[config.mk]
export PLATFORM = sky130hd
export DESIGN_NAME = awb_div_scheduler
export DESIGN_NICKNAME = d
export VERILOG_FILES = /design/src/rtl/awb_div_pkg.sv /design/src/rtl/awb_div_rr_arbiter.sv /design/src/rtl/awb_div_scheduler.sv
export SDC_FILE = /design/constraint.sdc
export NUM_CORES = 1
export LEC_CHECK = 0
export CAP_MARGIN = 25
export CELL_PAD_IN_SITES_DETAIL_PLACEMENT = 1
export CELL_PAD_IN_SITES_GLOBAL_PLACEMENT = 1
export CORE_MARGIN = 4
export CORE_UTILIZATION = 34
export CTS_CLUSTER_DIAMETER = 150
export DETAILED_ROUTE_END_ITERATION = 6
export GPL_TIMING_DRIVEN = 0
export HOLD_SLACK_MARGIN = 0.08
export PLACE_DENSITY_LB_ADDON = 0.1
export SYNTH_ARGS = -nofsm -noshare
export SYNTH_HDL_FRONTEND = slang
export SYNTH_SLANG_ARGS = --single-unit
[constraint.sdc]
create_clock -name clk -period 3.3 [get_ports clk]
set_input_delay 0.66 -clock clk [delete_from_list [all_inputs] [get_ports clk]]
set_output_delay 0.66 -clock clk [all_outputs]
set_load 0.02 [all_outputs]
[src/rtl/awb_div_pkg.sv]
// awb_div_pkg: shared widths, saturation value and in-flight tag type for the divider scheduler
package awb_div_pkg;
    localparam int DIVIDEND_W = 24;
    localparam int DIVISOR_W = 16;
    localparam int QUOT_W = 24;
    localparam logic [QUOT_W-1:0] QUOT_SAT = 24'hFFFFFF;
    typedef struct packed {
        logic       valid;
        logic [2:0] id;
        logic       div0;
    } tag_t;
endpackage

[src/rtl/awb_div_rr_arbiter.sv]
// awb_div_rr_arbiter: N-way round-robin arbiter, one-hot grant plus index, pointer advances past each grant
module awb_div_rr_arbiter #(
    parameter int N = 3,
    localparam int W = $clog2(N)
) (
    input  logic         clk,
    input  logic         reset,
    input  logic [N-1:0] req,
    output logic [N-1:0] grant,
    output logic [W-1:0] grant_idx,
    output logic         grant_valid
);
    logic [W-1:0] rr_ptr;
    logic [W-1:0] cand;
    // Scan from the farthest offset down so the nearest eligible index at/after rr_ptr wins
    always_comb begin
        grant_idx = '0;
        grant_valid = 1'b0;
        cand = '0;
        for (int k = N - 1; k >= 0; k--) begin
            cand = W'((int'(rr_ptr) + k) % N);
            if (req[cand]) begin
                grant_idx = cand;
                grant_valid = 1'b1;
            end
        end
        grant = grant_valid ? (N'(1) << grant_idx) : '0;
    end
    always_ff @(posedge clk) begin
        if (reset)
            rr_ptr <= '0;
        else if (grant_valid)
            rr_ptr <= (grant_idx == W'(N - 1)) ? '0 : grant_idx + W'(1);
    end
endmodule

[src/rtl/awb_div_scheduler.sv]
// awb_div_scheduler: shares one fixed-latency pipelined divider among N_REQ requesters,
// tracking each issue with a tag pipe and routing the quotient back to its owner
module awb_div_scheduler
    import awb_div_pkg::*;
#(
    parameter int N_REQ = 3,
    parameter int DIV_LATENCY = 30
) (
    input  logic                        clk,
    input  logic                        reset,
    input  logic [N_REQ-1:0]            req_valid,
    output logic [N_REQ-1:0]            req_ready,
    input  logic [N_REQ*DIVIDEND_W-1:0] req_dividend,
    input  logic [N_REQ*DIVISOR_W-1:0]  req_divisor,
    output logic [N_REQ-1:0]            rsp_valid,
    output logic [QUOT_W-1:0]           rsp_quotient,
    output logic                        rsp_div0,
    output logic [DIVIDEND_W-1:0]       div_dividend,
    output logic [DIVISOR_W-1:0]        div_divisor,
    input  logic [QUOT_W-1:0]           div_quotient,
    output logic                        busy
);
    localparam int IW = $clog2(N_REQ);
    logic [N_REQ-1:0] pending;
    logic [N_REQ-1:0] grant;
    logic [IW-1:0] grant_idx;
    logic grant_valid;
    logic [DIVIDEND_W-1:0] sel_dividend;
    logic [DIVISOR_W-1:0] sel_divisor;
    logic sel_div0;
    logic [N_REQ-1:0] retire_mask;
    tag_t tags [DIV_LATENCY+1];
    tag_t tag_end;

    awb_div_rr_arbiter #(.N(N_REQ)) u_arb (
        .clk        (clk),
        .reset      (reset),
        .req        (req_valid & ~pending & {N_REQ{~reset}}),
        .grant      (grant),
        .grant_idx  (grant_idx),
        .grant_valid(grant_valid)
    );

    assign req_ready = grant;
    assign busy = |pending;
    assign sel_dividend = req_dividend[int'(grant_idx)*DIVIDEND_W +: DIVIDEND_W];
    assign sel_divisor = req_divisor[int'(grant_idx)*DIVISOR_W +: DIVISOR_W];
    assign sel_div0 = grant_valid && sel_divisor == '0;
    assign tag_end = tags[DIV_LATENCY];
    assign retire_mask = tag_end.valid ? (N_REQ'(1) << tag_end.id) : '0;

    always_ff @(posedge clk) begin
        if (reset) begin
            pending <= '0;
            rsp_valid <= '0;
            rsp_quotient <= '0;
            rsp_div0 <= 1'b0;
            div_dividend <= '0;
            div_divisor <= DIVISOR_W'(1);
            for (int i = 0; i <= DIV_LATENCY; i++)
                tags[i] <= '0;
        end else begin
            div_dividend <= grant_valid ? sel_dividend : '0;
            // A zero divisor never reaches the divider; the tag carries the fault instead
            div_divisor <= (grant_valid && !sel_div0) ? sel_divisor : DIVISOR_W'(1);
            tags[0] <= '{valid: grant_valid, id: 3'(grant_idx), div0: sel_div0};
            for (int i = 1; i <= DIV_LATENCY; i++)
                tags[i] <= tags[i-1];
            rsp_valid <= retire_mask;
            if (tag_end.valid) begin
                rsp_quotient <= tag_end.div0 ? QUOT_SAT : div_quotient;
                rsp_div0 <= tag_end.div0;
            end
            pending <= (pending | grant) & ~retire_mask;
        end
    end
endmodule

Word level (Yosys, flattened, before mapping)
Memory sizes are Yosys's and may differ from the RTL's.
Index checks and enable logic that the tools add are counted.
{ "classes": {"addsub": 3, "n_mul": 1, "div_mod_pow": 3, "n_lt_le_gt_ge": 3, "n_eq_ne": 1, "n_shift": 4, "muxes": 50, "n_bitwise": 40, "n_reduce_logical": 7} }
{ "ops": {"columns": ["cell", "n"], "rows": [
  ["$mux W5", 31],
  ["$shiftx A72 B8 Y24", 1],
  ["$mod A32 B3 Y32 const B", 2],
  ["$shiftx A48 B7 Y16", 1],
  ["$mod A3 B3 Y32 const B", 1],
  ["$or A1 B1 Y1", 31],
  ["$mux W24", 1],
  ["$logic_not A16 Y1", 1],
  ["$and A3 B3 Y3", 3],
  ["$lt A2 B3 Y1 const B", 3],
  ["$mux W1", 9],
  ["$mux W2", 4],
  ["$bmux W1 S2", 3],
  ["$mux W3", 2],
  ["$not A3 Y3", 2],
  ["$mul A2 B2 Y4 const B", 1],
  ["$reduce_or A2 Y1", 2],
  ["$add A2 B1 Y3 const B", 1],
  ["$add A2 B2 Y3 const B", 1],
  ["$not A1 Y1", 3],
  ["$or A3 B3 Y3", 1],
  ["$reduce_or A3 Y1", 1],
  ["$shl A1 B2 Y3 const A", 1],
  ["$shl A1 B3 Y3 const A", 1],
  ["4 further kinds", 5]
]} }
{ "totals": {"reg_bits": 73, "latchBits": 0, "mem_bits_rw": 155, "rom_bits": 0, "input_bits": 149, "output_inout_bits": 72, "word_cells": 120, "mem_count": 1} }
{ "mem_list": {"columns": ["memory", "depth", "word_bits", "rd", "rd_ports_with_merged_regs", "wr", "line_no", "text"], "rows": [
  ["tags", 31, 5, 31, 0, 31, "awb_div_scheduler.sv:32", "tag_t tags [DIV_LATENCY+1];"]
]} }

Longest topological paths before layout
{ "logic_depth": {"word_depth": 15, "depth_mapped": 11, "mapped_depth_nobuf": 9} }

Modules after synthesis
A second synthesis with hierarchy kept.
{ "hier_totals": {"hier_cells": 627, "area_unflattened_um2": 6593.8} }
{ "by_module_without_submodules": {"columns": ["module", "n_inst", "cells_per_inst", "area_each_um2", "seq_area_each_um2"], "rows": [
  ["awb_div_scheduler", 1, 579, 6219.7, 3903.7],
  ["awb_div_rr_arbiter", 1, 48, 374.1, 40.0]
]} }

Worst setup path after synthesis
Ideal clock, no wire load.
{ "synth_path": {"path_kind": "input to output", "start": "input reset", "end": "output req_ready[0]", "arrival_ns": 2.274, "t_required_ns": 2.640, "slack_ns": 0.366, "stages": 6, "path_buffers": 1, "cell_sequence": "or3b_4 > and2_4 > or2_2 > a221o_1 > buf_6 > nor3_4"} }
{ "synth_via": {"elab_chain_cells": 9, "word_cells_on_any_way": 16, "classes_between": "shift (1); mux (13); bitwise (2)"} }
{ "synth_rtl": {"columns": ["element", "line_no", "text"], "rows": [
  ["start: declaration", "awb_div_scheduler.sv:10", "input logic reset,"],
  ["$not A1 Y1 *", "awb_div_scheduler.sv:38", ".req (req_valid & ~pending & {N_REQ{~reset}}),"],
  ["$and A3 B3 Y3 *", "awb_div_scheduler.sv:38", null],
  ["$bmux W1 S2", "awb_div_rr_arbiter.sv:22", "if (req[cand]) begin"],
  ["$mux W1 (not written as such)", "awb_div_rr_arbiter.sv:22", null],
  ["$mux W2 (3 in a row)", "awb_div_rr_arbiter.sv:22", null],
  ["$shl A1 B2 Y3", "awb_div_rr_arbiter.sv:27", "grant = grant_valid ? (N'(1) << grant_idx) : '0;"],
  ["$mux W3 *", "awb_div_rr_arbiter.sv:27", null],
  ["end: declaration", "awb_div_scheduler.sv:12", "output logic [N_REQ-1:0] req_ready,"]
]} }
Mark *: on every way between the ends. The rest lies on a longest branch, timed or not. The select of a mux whose other input is x is not followed.

Worst setup path after layout
{ "layout_path": {"start": "input req_valid[1]", "end": "output req_ready[0]"} }
{ "layout_via": {"elab_chain_cells": 9, "word_cells_on_any_way": 16, "classes_between": "shift (1); mux (13); bitwise (2)"} }
{ "layout_rtl": {"columns": ["element", "line_no", "text"], "rows": [
  ["start: declaration", "awb_div_scheduler.sv:11", "input logic [N_REQ-1:0] req_valid,"],
  ["$and A3 B3 Y3 * (2 in a row)", "awb_div_scheduler.sv:38", null],
  ["$bmux W1 S2", "awb_div_rr_arbiter.sv:22", null],
  ["$mux W1 (not written as such)", "awb_div_rr_arbiter.sv:22", null],
  ["$mux W2 (3 in a row)", "awb_div_rr_arbiter.sv:22", null],
  ["$shl A1 B2 Y3", "awb_div_rr_arbiter.sv:27", null],
  ["$mux W3 *", "awb_div_rr_arbiter.sv:27", null]
]} }
Marked as above.

==> metrics.md <==
| Metric | Value |
|---|---|
| Outcome | completed |
| Number of CTS-inserted buffers | 17 |
| Core area | roughly 19000 um^2 |
| Total power per unit cell area | 641 nW/um^2 |
| Filler instances | ~2100 |
| Clk_lat worst skew | about 0.44 ns |
| Rel. slew slack | 0.533 |
| Total power | 6210 uW |
| Synth unique cells | 40 |
| Routed Antenna Nets | 0 |
| CTS Buffer Depth | 2 |
| Post-synth top area share | 0.611 |
| Commonest non-fill, non-tap cell in the layout | clkdlybuf4s50_1 |
| Synthesized area per cell | around 10 um^2 |
| Final setup viols | 0 |
| TritonRoute pass-1 iters | 4 |
| Worst path max stage delay | ~0.4 ns |
| Count of state elements after synthesis | around 200 |
| Most frequent cells in the layout | clkdlybuf4s50_1 (213), dfxtp_1 (197), nor2b_1 (135) |
| Cell area after synthesis | approximately 6500 um^2 |
| Slowest stage cell, crit path | a221o_1 |
| Largest net degree at the start of global routing | 21 |
| Asr flop ratio synth | 0 |
| Primary FF master, synth | dfxtp_1 |
| Period utilisation layout | 0.968 |
| Share of cells above drive strength 1 | 0.0876 |
| Die Wd | around 150 um |
| Unrepaired setup endpoints after global routing | false |
| Die area | 21300 um^2 |
| Layout Cells excl Fill | around 1100 |
| Leak Pwr | 0.00370 uW |
| First DRT Iteration DRCs | between 150 and 200 |
| Clock Sinks | 197 |
| RePlAce Congestion | about 0.8 |
| Critical path launch point type | primary input |
| Routed vias | ~5300 |
| # rows | 50 |
| Fmax | about 310 MHz |
| Worst vdd ir | approximately 0.00037 V |
| Synth Instances | 618 |
| Final hold viol count | 0 |
| Area leader, netlist | dfxtp_1 |
| Number of synthesized flops with an enable pin | 0 |
| Worst path bufs/invs | 2 |
| I/O Pins | between 200 and 250 |
| Largest cells by area after synthesis | dfxtp_1 (61%), nor2b_1 (13%), a22oi_1 (2.8%) |
| Mapped Nets | roughly 770 |
| Drt via density | about 4.8 |
| Critical path arrival | about 2.5 ns |
| Detailed placer's ending HPWL | about 14 mm |
| Synth warnings | 0 |
| Sequential area share after synthesis | 0.611 |
| Crit-path leading delay family | simple AND/OR/NAND/NOR gates |
| Final Max Tran Viols | 0 |
| CTS tree | yes |
| Fin crit period | about 3.2 ns |
| Area growth from synthesis to layout | 50.0% |
| Worst R2R Setup Slack | ~0.39 ns |
| Clk_skew | ~0.011 ns |
| DIE HEIGHT | 146 um |
| Clk root buf | clkbuf_16 |
| Worst-Margin Slew | slightly below 0.7 ns |
| Clock slew at reported path FFs | ~0.080 ns |
| Footprint of the multi-input gates | approximately 2200 um^2 |
| Maximum fanout along the worst path | 3 |
| H-tree depth | 4 |
| Final wirelength | approximately 19 mm |
| Max-cap violation count | 0 |
| Gr usage total | 0.180 |
| Cells after DPL | roughly 1100 |
| Number of global-route vias before repair | ~6000 |
| Hold_buf cts | 0 |
| Port Buffers | 220 |
| Required time of the critical path | between 2 and 3 ns |
| Register area | ~3900 um^2 |
| Worst path cell trace | dlygate4sd2_1 > or3b_4 > and2_4 > maj3_2 > a221o_1 > nor3_4 > buf_6 |
| Total grt overflow | 0 |
| Initial antenna violation count | 1 |
| WL/cell | between 15 and 20 um |
| Crit end category | primary output |
| First-pass GRT wire length | 30.7 mm |
| Remaining DRCs | 0 |
| Starting density of the core | 0.345 |
| Post-layout nets | about 1000 |
| Worst hold path type | reg -> reg |
| WS Path Type | in -> out |
cell type report:
type                       count  share of cell area
clock inverter                13              0.0183
sequential                   197               0.407
buffer                        44              0.0243
tap                          234              0.0302
multi-input combinational    352               0.230
inverter                      21             0.00814
clock buffer                  19              0.0457
antenna                        1            0.000258
timing repair buffer         233               0.236
cell usage after synthesis, drive strengths merged, types with 3 or more instances:
cell type and number:
nor2 33, clkbuf 29, a311oi 3, or3b 3
dfxtp 197, nor4b 4, a21oi 26, nand3 16
a22oi 24, inv 21, and3 4, o311ai 16
nand2 25, nand4 17, nor3 4, o22ai 24
nor4 4, buf 19, and2 3, nor2b 135
where the power goes:
group / switching [uW] / internal (uW) / total (uW) / leakage [uW]
Clock: 999 / 1120 / 2120 / 0.000303
Combinational: 798 / 693 / 1490 / 0.00180
Sequential: 48.7 / 2540 / 2590 / 0.00160
worst register-to-register path: cells and delay by family (launching register included):
family | cells | cell delay [ns]
AOI/OAI and AO/OA | 1 | 0.15
adders and majority gates | 1 | 0.38
DFF | 1 | 0.36
buffers and inverters | 4 | 0.53
and+or+nand+nor | 6 | 1.44
metrics by stage:
step / setup WS [ns] / hold WS (ns) / TNS, ns / cell area [um^2] / util
floorplan: 0.366 / 0.414 / 0 / 6460 / -
global placement: -0.993 / 0.418 / -5.78 / 8950 / 0.479
detailed placement: -1.00 / 0.424 / -6.30 / 8950 / 0.479
CTS: 0.000637 / 0.442 / 0 / 9680 / 0.517
global route: 0.00123 / 0.449 / 0 / 9680 / 0.518
finish: 0.106 / 0.437 / 0 / 9680 / 0.518
metal layers:
metal  wire [um]  up-vias  GRT usage
li1            -     2580          -
met5           0        -          0
met1        7610     2528      0.203
met2        9400      187      0.312
met3        1520       29     0.0679
met4         401        0     0.0655
cell families (layout without fill, tap and decap cells):
| kind of cell | Yosys count | in the layout | synth area share |
|---|---|---|---|
| compound gates | 95 | 95 | 0.103 |
| buf+inv | 69 | 330 | 0.0484 |
| flops | 197 | 197 | 0.611 |
| other cells | 0 | 1 | 0 |
| mux | 1 | 1 | 0.00155 |
| fa+ha+maj | 3 | 3 | 0.00562 |
| simple gates | 253 | 253 | 0.230 |
registers in the layout (all words and copies together) (netlist names):
signal        count
u_arb.rr_ptr      2
div_dividend     24
div_divisor      16
rsp_valid         3
rsp_div0          1
tags            124
pending           3
rsp_quotient     24
what timing repair did:
action / CTS / global route
pin swaps: 6 / 3
gates resized for setup: 33 / 3
setup buffers: 11 / 2
endpoints found under the setup margin: 3 / 5
path summary, 6_finish.rpt:
path,from,to,depth (start not counted)
worst max-delay path,req_valid[1],req_ready[0],7
worst min-delay path,tags[0][94],tags[0][99],1
worst max register to register,u_arb.rr_ptr[0],tags[0][0],12
worst min register to register,tags[0][94],tags[0][99],1
(Power assumes the default switching activity.)
